`config.mk`:
```
export PLATFORM = sky130hd
export DESIGN_NAME = control_r_flat
export DESIGN_NICKNAME = d
export VERILOG_FILES = /design/src/rtl/control_r_if.sv /design/src/rtl/control_r.sv /design/src/flat_wrapper.sv
export SDC_FILE = /design/constraint.sdc
export NUM_CORES = 1
export LEC_CHECK = 0
export CORE_UTILIZATION = 34
export CTS_BUF_LIST = sky130_fd_sc_hd__clkbuf_8
export DETAILED_ROUTE_END_ITERATION = 8
export GPL_ROUTABILITY_DRIVEN = 0
export GPL_TIMING_DRIVEN = 0
export PLACE_DENSITY = 0.77
export SYNTH_ARGS = -nofsm -noshare
export SYNTH_HDL_FRONTEND = slang
export SYNTH_SLANG_ARGS = --single-unit
```
`constraint.sdc`:
```
create_clock -name clk -period 0.8 [get_ports clk]
set_input_delay 0.2 -clock clk [delete_from_list [all_inputs] [get_ports clk]]
set_output_delay 0.2 -clock clk [all_outputs]
set_load 0.005 [all_outputs]
```
`src/rtl/control_r_if.sv`:
```
// Decoder bus: instruction word in, registered control fields out.
// illegal_inst exists only when CONTROL_R_ILLEGAL_CHK_EN is defined.
interface control_r_if #(
  parameter int XLEN = 32
);
  logic [XLEN-1:0] instruction_word;
  logic [3:0]      alu_ctrl;
  logic            shamt_en;
  logic [2:0]      branch_ctrl;
  logic            reg_write;
  logic [2:0]      inst_type;
`ifdef CONTROL_R_ILLEGAL_CHK_EN
  logic            illegal_inst;
`endif

  // Fetch side drives the instruction word and consumes the decode.
  modport master (
    output instruction_word,
    input  alu_ctrl, shamt_en, branch_ctrl, reg_write, inst_type
`ifdef CONTROL_R_ILLEGAL_CHK_EN
    , input illegal_inst
`endif
  );

  modport slave (
    input  instruction_word,
    output alu_ctrl, shamt_en, branch_ctrl, reg_write, inst_type
`ifdef CONTROL_R_ILLEGAL_CHK_EN
    , output illegal_inst
`endif
  );
endinterface

```
`src/rtl/control_r.sv`:
```
// Registered RV32I main decoder: opcode/funct3/funct7 -> class, ALU op, branch cond, rd write.
// Latency one cycle; no backpressure (free-running, every cycle sampled).
// Optional CONTROL_R_ILLEGAL_CHK_EN adds illegal_inst and full funct7 checking.
module control_r #(
  parameter int XLEN = 32
) (
  input logic         clk,
  input logic         rst_n,
  control_r_if.slave  dec
);

  typedef enum logic [3:0] {
    ALU_ADD   = 4'd0,
    ALU_SUB   = 4'd1,
    ALU_SLL   = 4'd2,
    ALU_SLT   = 4'd3,
    ALU_SLTU  = 4'd4,
    ALU_XOR   = 4'd5,
    ALU_SRL   = 4'd6,
    ALU_SRA   = 4'd7,
    ALU_OR    = 4'd8,
    ALU_AND   = 4'd9,
    ALU_PASSB = 4'd10
  } alu_op_e;

  typedef enum logic [2:0] {
    BR_NONE = 3'd0,
    BR_BEQ  = 3'd1,
    BR_BNE  = 3'd2,
    BR_BLT  = 3'd3,
    BR_BGE  = 3'd4,
    BR_BLTU = 3'd5,
    BR_BGEU = 3'd6,
    BR_JUMP = 3'd7
  } br_cond_e;

  typedef enum logic [2:0] {
    TYPE_R       = 3'd0,
    TYPE_I       = 3'd1,
    TYPE_S       = 3'd2,
    TYPE_B       = 3'd3,
    TYPE_U       = 3'd4,
    TYPE_J       = 3'd5,
    TYPE_INVALID = 3'd7
  } inst_type_e;

  typedef struct packed {
    inst_type_e inst_type;
    alu_op_e    alu_ctrl;
    br_cond_e   branch_ctrl;
    logic       shamt_en;
    logic       reg_write;
  } dec_t;

  localparam logic [6:0] OP_R      = 7'b0110011;
  localparam logic [6:0] OP_LOAD   = 7'b0000011;
  localparam logic [6:0] OP_IMM    = 7'b0010011;
  localparam logic [6:0] OP_JALR   = 7'b1100111;
  localparam logic [6:0] OP_STORE  = 7'b0100011;
  localparam logic [6:0] OP_BRANCH = 7'b1100011;
  localparam logic [6:0] OP_LUI    = 7'b0110111;
  localparam logic [6:0] OP_AUIPC  = 7'b0010111;
  localparam logic [6:0] OP_JAL    = 7'b1101111;

  localparam dec_t RESET_DEC = '{
    inst_type:   TYPE_INVALID,
    alu_ctrl:    ALU_ADD,
    branch_ctrl: BR_NONE,
    shamt_en:    1'b0,
    reg_write:   1'b0
  };

  // funct3 -> ALU op; alt selects SUB/SRA on the two funct3 codes that have one.
  function automatic alu_op_e alu_from_f3(input logic [2:0] f3, input logic alt);
    alu_op_e op;
    case (f3)
      3'b000:  op = alt ? ALU_SUB : ALU_ADD;
      3'b001:  op = ALU_SLL;
      3'b010:  op = ALU_SLT;
      3'b011:  op = ALU_SLTU;
      3'b100:  op = ALU_XOR;
      3'b101:  op = alt ? ALU_SRA : ALU_SRL;
      3'b110:  op = ALU_OR;
      default: op = ALU_AND;
    endcase
    return op;
  endfunction

  logic [XLEN-1:0] insn;
  logic [6:0]      opcode;
  logic [2:0]      funct3;
  logic            bit30;
  logic            unused_insn;

  assign insn        = dec.instruction_word;
  assign opcode      = insn[6:0];
  assign funct3      = insn[14:12];
  assign bit30       = insn[30];
  assign unused_insn = ^{insn[31], insn[29:15], insn[11:7]};

  dec_t dec_raw;
  dec_t dec_nxt;
  dec_t dec_q;

  always_comb begin
    dec_raw = RESET_DEC;
    case (opcode)
      OP_R: begin
        dec_raw.inst_type = TYPE_R;
        dec_raw.reg_write = 1'b1;
        dec_raw.alu_ctrl  = alu_from_f3(funct3, bit30);
      end
      OP_LOAD: begin
        dec_raw.inst_type = TYPE_I;
        dec_raw.reg_write = 1'b1;
      end
      OP_IMM: begin
        // addi has no subtract form: bit30 there is immediate data.
        dec_raw.inst_type = TYPE_I;
        dec_raw.reg_write = 1'b1;
        dec_raw.alu_ctrl  = alu_from_f3(funct3, (funct3 == 3'b000) ? 1'b0 : bit30);
        dec_raw.shamt_en  = (funct3 == 3'b001) || (funct3 == 3'b101);
      end
      OP_JALR: begin
        dec_raw.inst_type   = TYPE_I;
        dec_raw.branch_ctrl = BR_JUMP;
        dec_raw.reg_write   = 1'b1;
      end
      OP_STORE: begin
        dec_raw.inst_type = TYPE_S;
      end
      OP_BRANCH: begin
        dec_raw.inst_type = TYPE_B;
        dec_raw.alu_ctrl  = ALU_SUB;
        case (funct3)
          3'b000:  dec_raw.branch_ctrl = BR_BEQ;
          3'b001:  dec_raw.branch_ctrl = BR_BNE;
          3'b100:  dec_raw.branch_ctrl = BR_BLT;
          3'b101:  dec_raw.branch_ctrl = BR_BGE;
          3'b110:  dec_raw.branch_ctrl = BR_BLTU;
          3'b111:  dec_raw.branch_ctrl = BR_BGEU;
          default: begin
            dec_raw.branch_ctrl = BR_NONE;
            dec_raw.inst_type   = TYPE_INVALID;
          end
        endcase
      end
      OP_LUI: begin
        dec_raw.inst_type = TYPE_U;
        dec_raw.alu_ctrl  = ALU_PASSB;
        dec_raw.reg_write = 1'b1;
      end
      OP_AUIPC: begin
        dec_raw.inst_type = TYPE_U;
        dec_raw.reg_write = 1'b1;
      end
      OP_JAL: begin
        dec_raw.inst_type   = TYPE_J;
        dec_raw.branch_ctrl = BR_JUMP;
        dec_raw.reg_write   = 1'b1;
      end
      default: dec_raw = RESET_DEC;
    endcase
  end

`ifdef CONTROL_R_ILLEGAL_CHK_EN
  logic [6:0] funct7;
  logic       r_f7_bad;
  logic       shift_f7_bad;
  logic       illegal_nxt;
  logic       illegal_q;

  assign funct7 = insn[31:25];

  // The alternate funct7 encoding only exists for sub and sra.
  always_comb begin
    r_f7_bad = 1'b0;
    if (opcode == OP_R) begin
      if (funct7 == 7'b0100000)
        r_f7_bad = (funct3 != 3'b000) && (funct3 != 3'b101);
      else
        r_f7_bad = (funct7 != 7'b0000000);
    end
  end

  always_comb begin
    shift_f7_bad = 1'b0;
    if (opcode == OP_IMM) begin
      if (funct3 == 3'b001)
        shift_f7_bad = (funct7 != 7'b0000000);
      else if (funct3 == 3'b101)
        shift_f7_bad = (funct7 != 7'b0000000) && (funct7 != 7'b0100000);
    end
  end

  always_comb begin
    dec_nxt     = dec_raw;
    illegal_nxt = (dec_raw.inst_type == TYPE_INVALID) || r_f7_bad || shift_f7_bad;
    if (illegal_nxt) begin
      dec_nxt.reg_write   = 1'b0;
      dec_nxt.branch_ctrl = BR_NONE;
    end
  end

  always_ff @(posedge clk or negedge rst_n) begin
    if (!rst_n)
      illegal_q <= 1'b0;
    else
      illegal_q <= illegal_nxt;
  end

  assign dec.illegal_inst = illegal_q;
`else
  always_comb begin
    dec_nxt = dec_raw;
  end
`endif

  always_ff @(posedge clk or negedge rst_n) begin
    if (!rst_n)
      dec_q <= RESET_DEC;
    else
      dec_q <= dec_nxt;
  end

  assign dec.inst_type   = dec_q.inst_type;
  assign dec.alu_ctrl    = dec_q.alu_ctrl;
  assign dec.branch_ctrl = dec_q.branch_ctrl;
  assign dec.shamt_en    = dec_q.shamt_en;
  assign dec.reg_write   = dec_q.reg_write;

endmodule

```
`src/flat_wrapper.sv`:
```
// flat-port wrapper written by rule: the top's interface ports become plain ports
module control_r_flat 
#(
  parameter int XLEN = 32
)
  (clk, rst_n, dec_instruction_word, dec_alu_ctrl, dec_shamt_en, dec_branch_ctrl, dec_reg_write, dec_inst_type);
  control_r_if #(.XLEN(XLEN)) dec_i ();
  input logic clk;
  input logic rst_n;
  input wire logic [$bits(dec_i.instruction_word)-1:0] dec_instruction_word;
  output wire logic [$bits(dec_i.alu_ctrl)-1:0] dec_alu_ctrl;
  output wire logic [$bits(dec_i.shamt_en)-1:0] dec_shamt_en;
  output wire logic [$bits(dec_i.branch_ctrl)-1:0] dec_branch_ctrl;
  output wire logic [$bits(dec_i.reg_write)-1:0] dec_reg_write;
  output wire logic [$bits(dec_i.inst_type)-1:0] dec_inst_type;
  assign dec_i.instruction_word = dec_instruction_word;
  assign dec_alu_ctrl = dec_i.alu_ctrl;
  assign dec_shamt_en = dec_i.shamt_en;
  assign dec_branch_ctrl = dec_i.branch_ctrl;
  assign dec_reg_write = dec_i.reg_write;
  assign dec_inst_type = dec_i.inst_type;
  control_r #(.XLEN(XLEN)) u_core (.clk(clk), .rst_n(rst_n), .dec(dec_i));
endmodule
```
## Word level (Yosys, flattened, before mapping)

Index checks and enable logic that the tools add are counted.

- Register bits after elaboration: 12
- Input port bits: 34
- Output and inout port bits: 12
- Logic and storage cells: 42

- Equal/unequal tests: 16
- Muxes and demuxes: 14
- Reductions and logical operators: 7

Operators with widths:

| cell | number |
|---|---|
| 4-bit one-hot mux with 7 select lines | 2 |
| 3-bit one-hot mux with 6 select lines | 2 |
| 7-bit by 6-bit equality test with 1-bit output (second input constant) | 3 |
| 7-bit equality test (second input constant) | 3 |
| 4-bit one-hot mux with 4 select lines | 1 |
| 7-bit by 5-bit equality test with 1-bit output (second input constant) | 2 |
| 3-bit equality test (second input constant) | 4 |
| 7-bit by 2-bit equality test with 1-bit output (second input constant) | 1 |
| 1-bit 2-to-1 mux | 7 |
| 7-bit OR reduction | 1 |
| 3-bit by 2-bit equality test with 1-bit output (second input constant) | 2 |
| 3-bit one-hot mux with 2 select lines | 1 |
| 6-bit OR reduction | 1 |
| 2-bit OR reduction | 2 |
| 3-bit by 1-bit equality test with 1-bit output (second input constant) | 1 |
| 3-bit logical NOT | 1 |
| 3-bit 2-to-1 mux | 1 |
| 3-bit OR reduction | 1 |
| 1-bit logical OR | 1 |

## Depth between registers and ports, before layout

- Word-level depth: 5
- Gate-level depth with buffers: 5
- Gate-level depth less buffers: 4

## Least setup slack after synthesis

No wires, ideal clock.

- Path kind: input to register
- Start: input dec_instruction_word[13]
- End: register u_core.dec_q (netlist bit u_core.dec.alu_ctrl[0])
- Setup time: 0.119 ns
- Arrival: 0.818 ns
- Required time: 0.681 ns
- Path slack: -0.137 ns
- Cell stages on the path: 5
- Path buffers: 1
- Cells stage by stage: buf_6 a211o_1 o21ai_1 o21ai_1 and2_1

RTL lines:

| item | line | RTL |
|---|---|---|
| start: declaration | flat_wrapper.sv:10 | `input wire logic [$bits(dec_i.instruction_word)-1:0] dec_instruction_word;` |
| end signal: assignment | control_r.sv:223 | `dec_q <= dec_nxt;` |
| end: declaration | control_r.sv:103 | `dec_t dec_q;` |

## Final worst setup path

- Start: register u_core.dec_q (netlist bit u_core.dec.inst_type[0])
- End: output dec_inst_type[0]

RTL lines:

| item | line | RTL |
|---|---|---|
| end: declaration | flat_wrapper.sv:15 | `output wire logic [$bits(dec_i.inst_type)-1:0] dec_inst_type;` |

No word-level cell between the ends.

==> flow_metrics.py <==
metrics = {
    "logic_synthesis": {
        "synth.area.top_cells": "dfrtp_1 (37%), dfstp_2 (13%), nor2_1 (5.5%)",
        "synth_mux_area_frac": 0.0325,
        "async_flop_share": 1.00,
        "synth_compound_area_frac": 0.140,
        "yosysWarnings": 0,
        "synth_fa_ha_area_frac": 0,
        "syn_area_um2": 616,
        "netlist_top_cells_count": "dfrtp_1 (9), nor2_1 (9), nand2_1 (7)",
        "synth_fp_nets": 98,
        "synth-simple-area-share": 0.258,
        "synth_seq_cells": 12,
        "synth_top_flop_cell": "dfrtp_1",
        "synth_top_family_by_area": "simple AND/OR/NAND/NOR gates",
        "synth_cells": 64,
        "synth_cell_types": 24,
        "synth-xor-area-share": 0.0142,
        "synth-edff-count": 0,
        "synth_top_area_cell": "dfrtp_1",
        "seq_area_frac_synth": 0.494,
        "avgSynthCellArea_um2": 9.62,
        "yosys.area.top_type_share": 0.366,
    },
    "cells_and_area": {
        "syn2layout_area_growth_pct": 45.9,
        "fillers": 150,
        "drive_gt1_frac": 0.500,
        "layout.cells.non_filler": 117,
        "antenna_cells": 0,
        "design_area_um2": 898,
        "fin_nets": 127,
    },
    "power_and_ir_drop": {
        "ir_drop_mv": 0.580,
        "seq_power_share": 0.422,
        "p_leak_nw": 0.426,
        "swShare": 0.216,
        "p_int_mw": 1.15,
        "p_comb_frac": 0.142,
        "powerDensity_nw_per_um2": 1640,
        "p_clk_frac": 0.436,
        "switchingPower_mw": 0.318,
    },
    "critical_path": {
        "crit_path_end_kind": "primary output",
        "crit_family": "flip-flops",
        "crit_arrival_ps": 850,
        "critPathBufInv": 1,
        "start_kind": "flop",
        "worstPathCellList": "buf_2",
        "crit_type": "reg2out",
        "crit_slowest_cell": "dfstp_2",
        "slowest_delay_ps": 510,
        "cp_max_fo": 1,
        "crit_cells": 1,
        "crit_required_ps": 600,
    },
    "global_route": {
        "first_global_vias": 446,
        "grt_pass1_wl_mm": 1.79,
        "use_met2": 0.226,
        "top_usage_layer": "met2",
        "use_met3": 0.0245,
        "overflow": 0,
        "grt_start_max_net_pins": 13,
        "grt_antenna_before_repair": 0,
        "use_met1": 0.133,
        "grt_usage": 0.133,
    },
    "clock_network": {
        "clockRootBuffer": "clkbuf_8",
        "cts_tree": "done",
        "cts-buffers-inserted": 3,
        "cts_sinks": 12,
        "clk_pin_slew_ps": 50,
        "cts-hold-fix-buffers": 0,
        "cts_buffer_depth": 2,
        "htreeDepth": 1,
    },
    "sta": {
        "slew_headroom": 0.695,
        "fin_crit_ps": 1050,
        "fmax_ghz": 0.955,
        "maxSlewViolCount": 0,
        "fin_worst_hold_slack_ps": 158,
        "rsz0062_at_grt": "true",
        "hold_violations": 0,
        "finalSetupViolations": 12,
        "final.setup.tns_ps": -1720,
        "tightest_slew_ps": 456,
        "fin_crit_sh": 1.31,
        "setup_ws_ps": -247,
    },
    "placed_design": {
        "dp_slack_ps": -632,
        "post-dp-hpwl_um": 863,
        "io_buffers": 21,
        "dpl_cell_area_um2": 861,
        "dpl.cell_count": 110,
    },
    "drt": {
        "drt_iter0_drc": 3,
        "routedWlPerCell_um": 9.91,
        "drt-pass1-iter-count": 4,
        "drtAntennaViolNets": 0,
        "drc_errors": 0,
        "totalWireLength_mm": 1.16,
        "via_per_inst": 4.52,
        "num_vias": 529,
    },
    "floorplan": {
        "rows": 15,
        "pin_count": 46,
        "start_util": 0.360,
        "die_area_um2": 1980,
        "die_h_um": 44.6,
        "die_w_um": 44.6,
        "design.core.area_um2": 1710,
    },
    "hold_path": {
        "min_path_cells": 2,
        "hold_class": "in2reg",
    },
    "run_status": {
        "status": "complete, but fails checks",
        "violations": "setup timing",
    },
    "run": {
        "maxCapViolCount": 0,
    },
}
kinds of logic after synthesis:
kind of cell,count (synthesis)
simple gates,30
compound gates,15
flops,12
buf+inv,4
mux,2
xor+xnor,1
power by group through the flow:
stage          clock network, mW  logic [mW]  registers (mW)
6_report                   0.643       0.209           0.621
5_1_grt                    0.675       0.233           0.621
4_1_cts                    0.650       0.204           0.621
3_5_place_dp                   0       0.201           0.631
3_3_place_gp                   0       0.199           0.630
2_1_floorplan                  0       0.103           0.632
final cells by class:
| class | instances | area [um2] | share of cell area |
|---|---|---|---|
| Tap cell | 25 | 31.3 | 0.0348 |
| Inverter | 1 | 3.75 | 0.00418 |
| Timing Repair Buffer | 24 | 145 | 0.162 |
| Multi-Input combinational cell | 48 | 322 | 0.358 |
| Clock buffer | 4 | 55.1 | 0.0613 |
| Buffer | 3 | 37.5 | 0.0418 |
| Sequential cell | 12 | 304 | 0.338 |
metal layers:
layer,routed length [um],vias up
met4,40,0
met3,74,5
li1,-,270
met5,0,-
met1,439,235
met2,605,19
cells in the final DEF (no fill, tap or decap), types with 3 or more instances in the layout:
cell type / Yosys / final
nand2b_1: 5 / 4
nand2_1: 7 / 6
o21ai_0: 3 / 3
clkbuf_8: 0 / 4
buf_6: 3 / 4
buf_4: 0 / 3
nor2_1: 9 / 9
clkbuf_2: 0 / 3
dfrtp_1: 9 / 9
a21oi_1: 4 / 3
buf_2: 0 / 15
dfstp_2: 3 / 3
o21ai_2: 1 / 3
registers in the layout, summed over array words and instances (netlist names):
register and flops:
u_core.dec.reg_write 1, u_core.dec.shamt_en 1, u_core.dec.inst_type 3, u_core.dec.alu_ctrl 4, u_core.dec.branch_ctrl 3
final timing paths:
path / slack [ps] / from / end
worst max-delay path: -250 / u_core.dec.inst_type[0] / dec_inst_type[0]
worst min-delay path: 160 / dec_instruction_word[5] / u_core.dec.shamt_en
max in group asynchronous: 180 / rst_n / u_core.dec.inst_type[1]
min in group asynchronous: 280 / rst_n / u_core.dec.alu_ctrl[0]
per-stage QoR:
| step | power [mW] | util |
|---|---|---|
| 6_report | 1.47 | 0.526 |
| 3_3_place_gp | 0.830 | 0.504 |
| 4_1_cts | 1.47 | 0.525 |
| 5_1_grt | 1.53 | 0.526 |
| 3_5_place_dp | 0.832 | 0.504 |
| 2_1_floorplan | 0.735 | - |
timing repair:
item,4_1_cts,5_1_grt
gates resized for setup,80,13
cloned,0,0
setup buffers,3,0
endpoints found under the setup margin,24,19
pin swaps,10,7
Power figures use the tool's default switching activity.
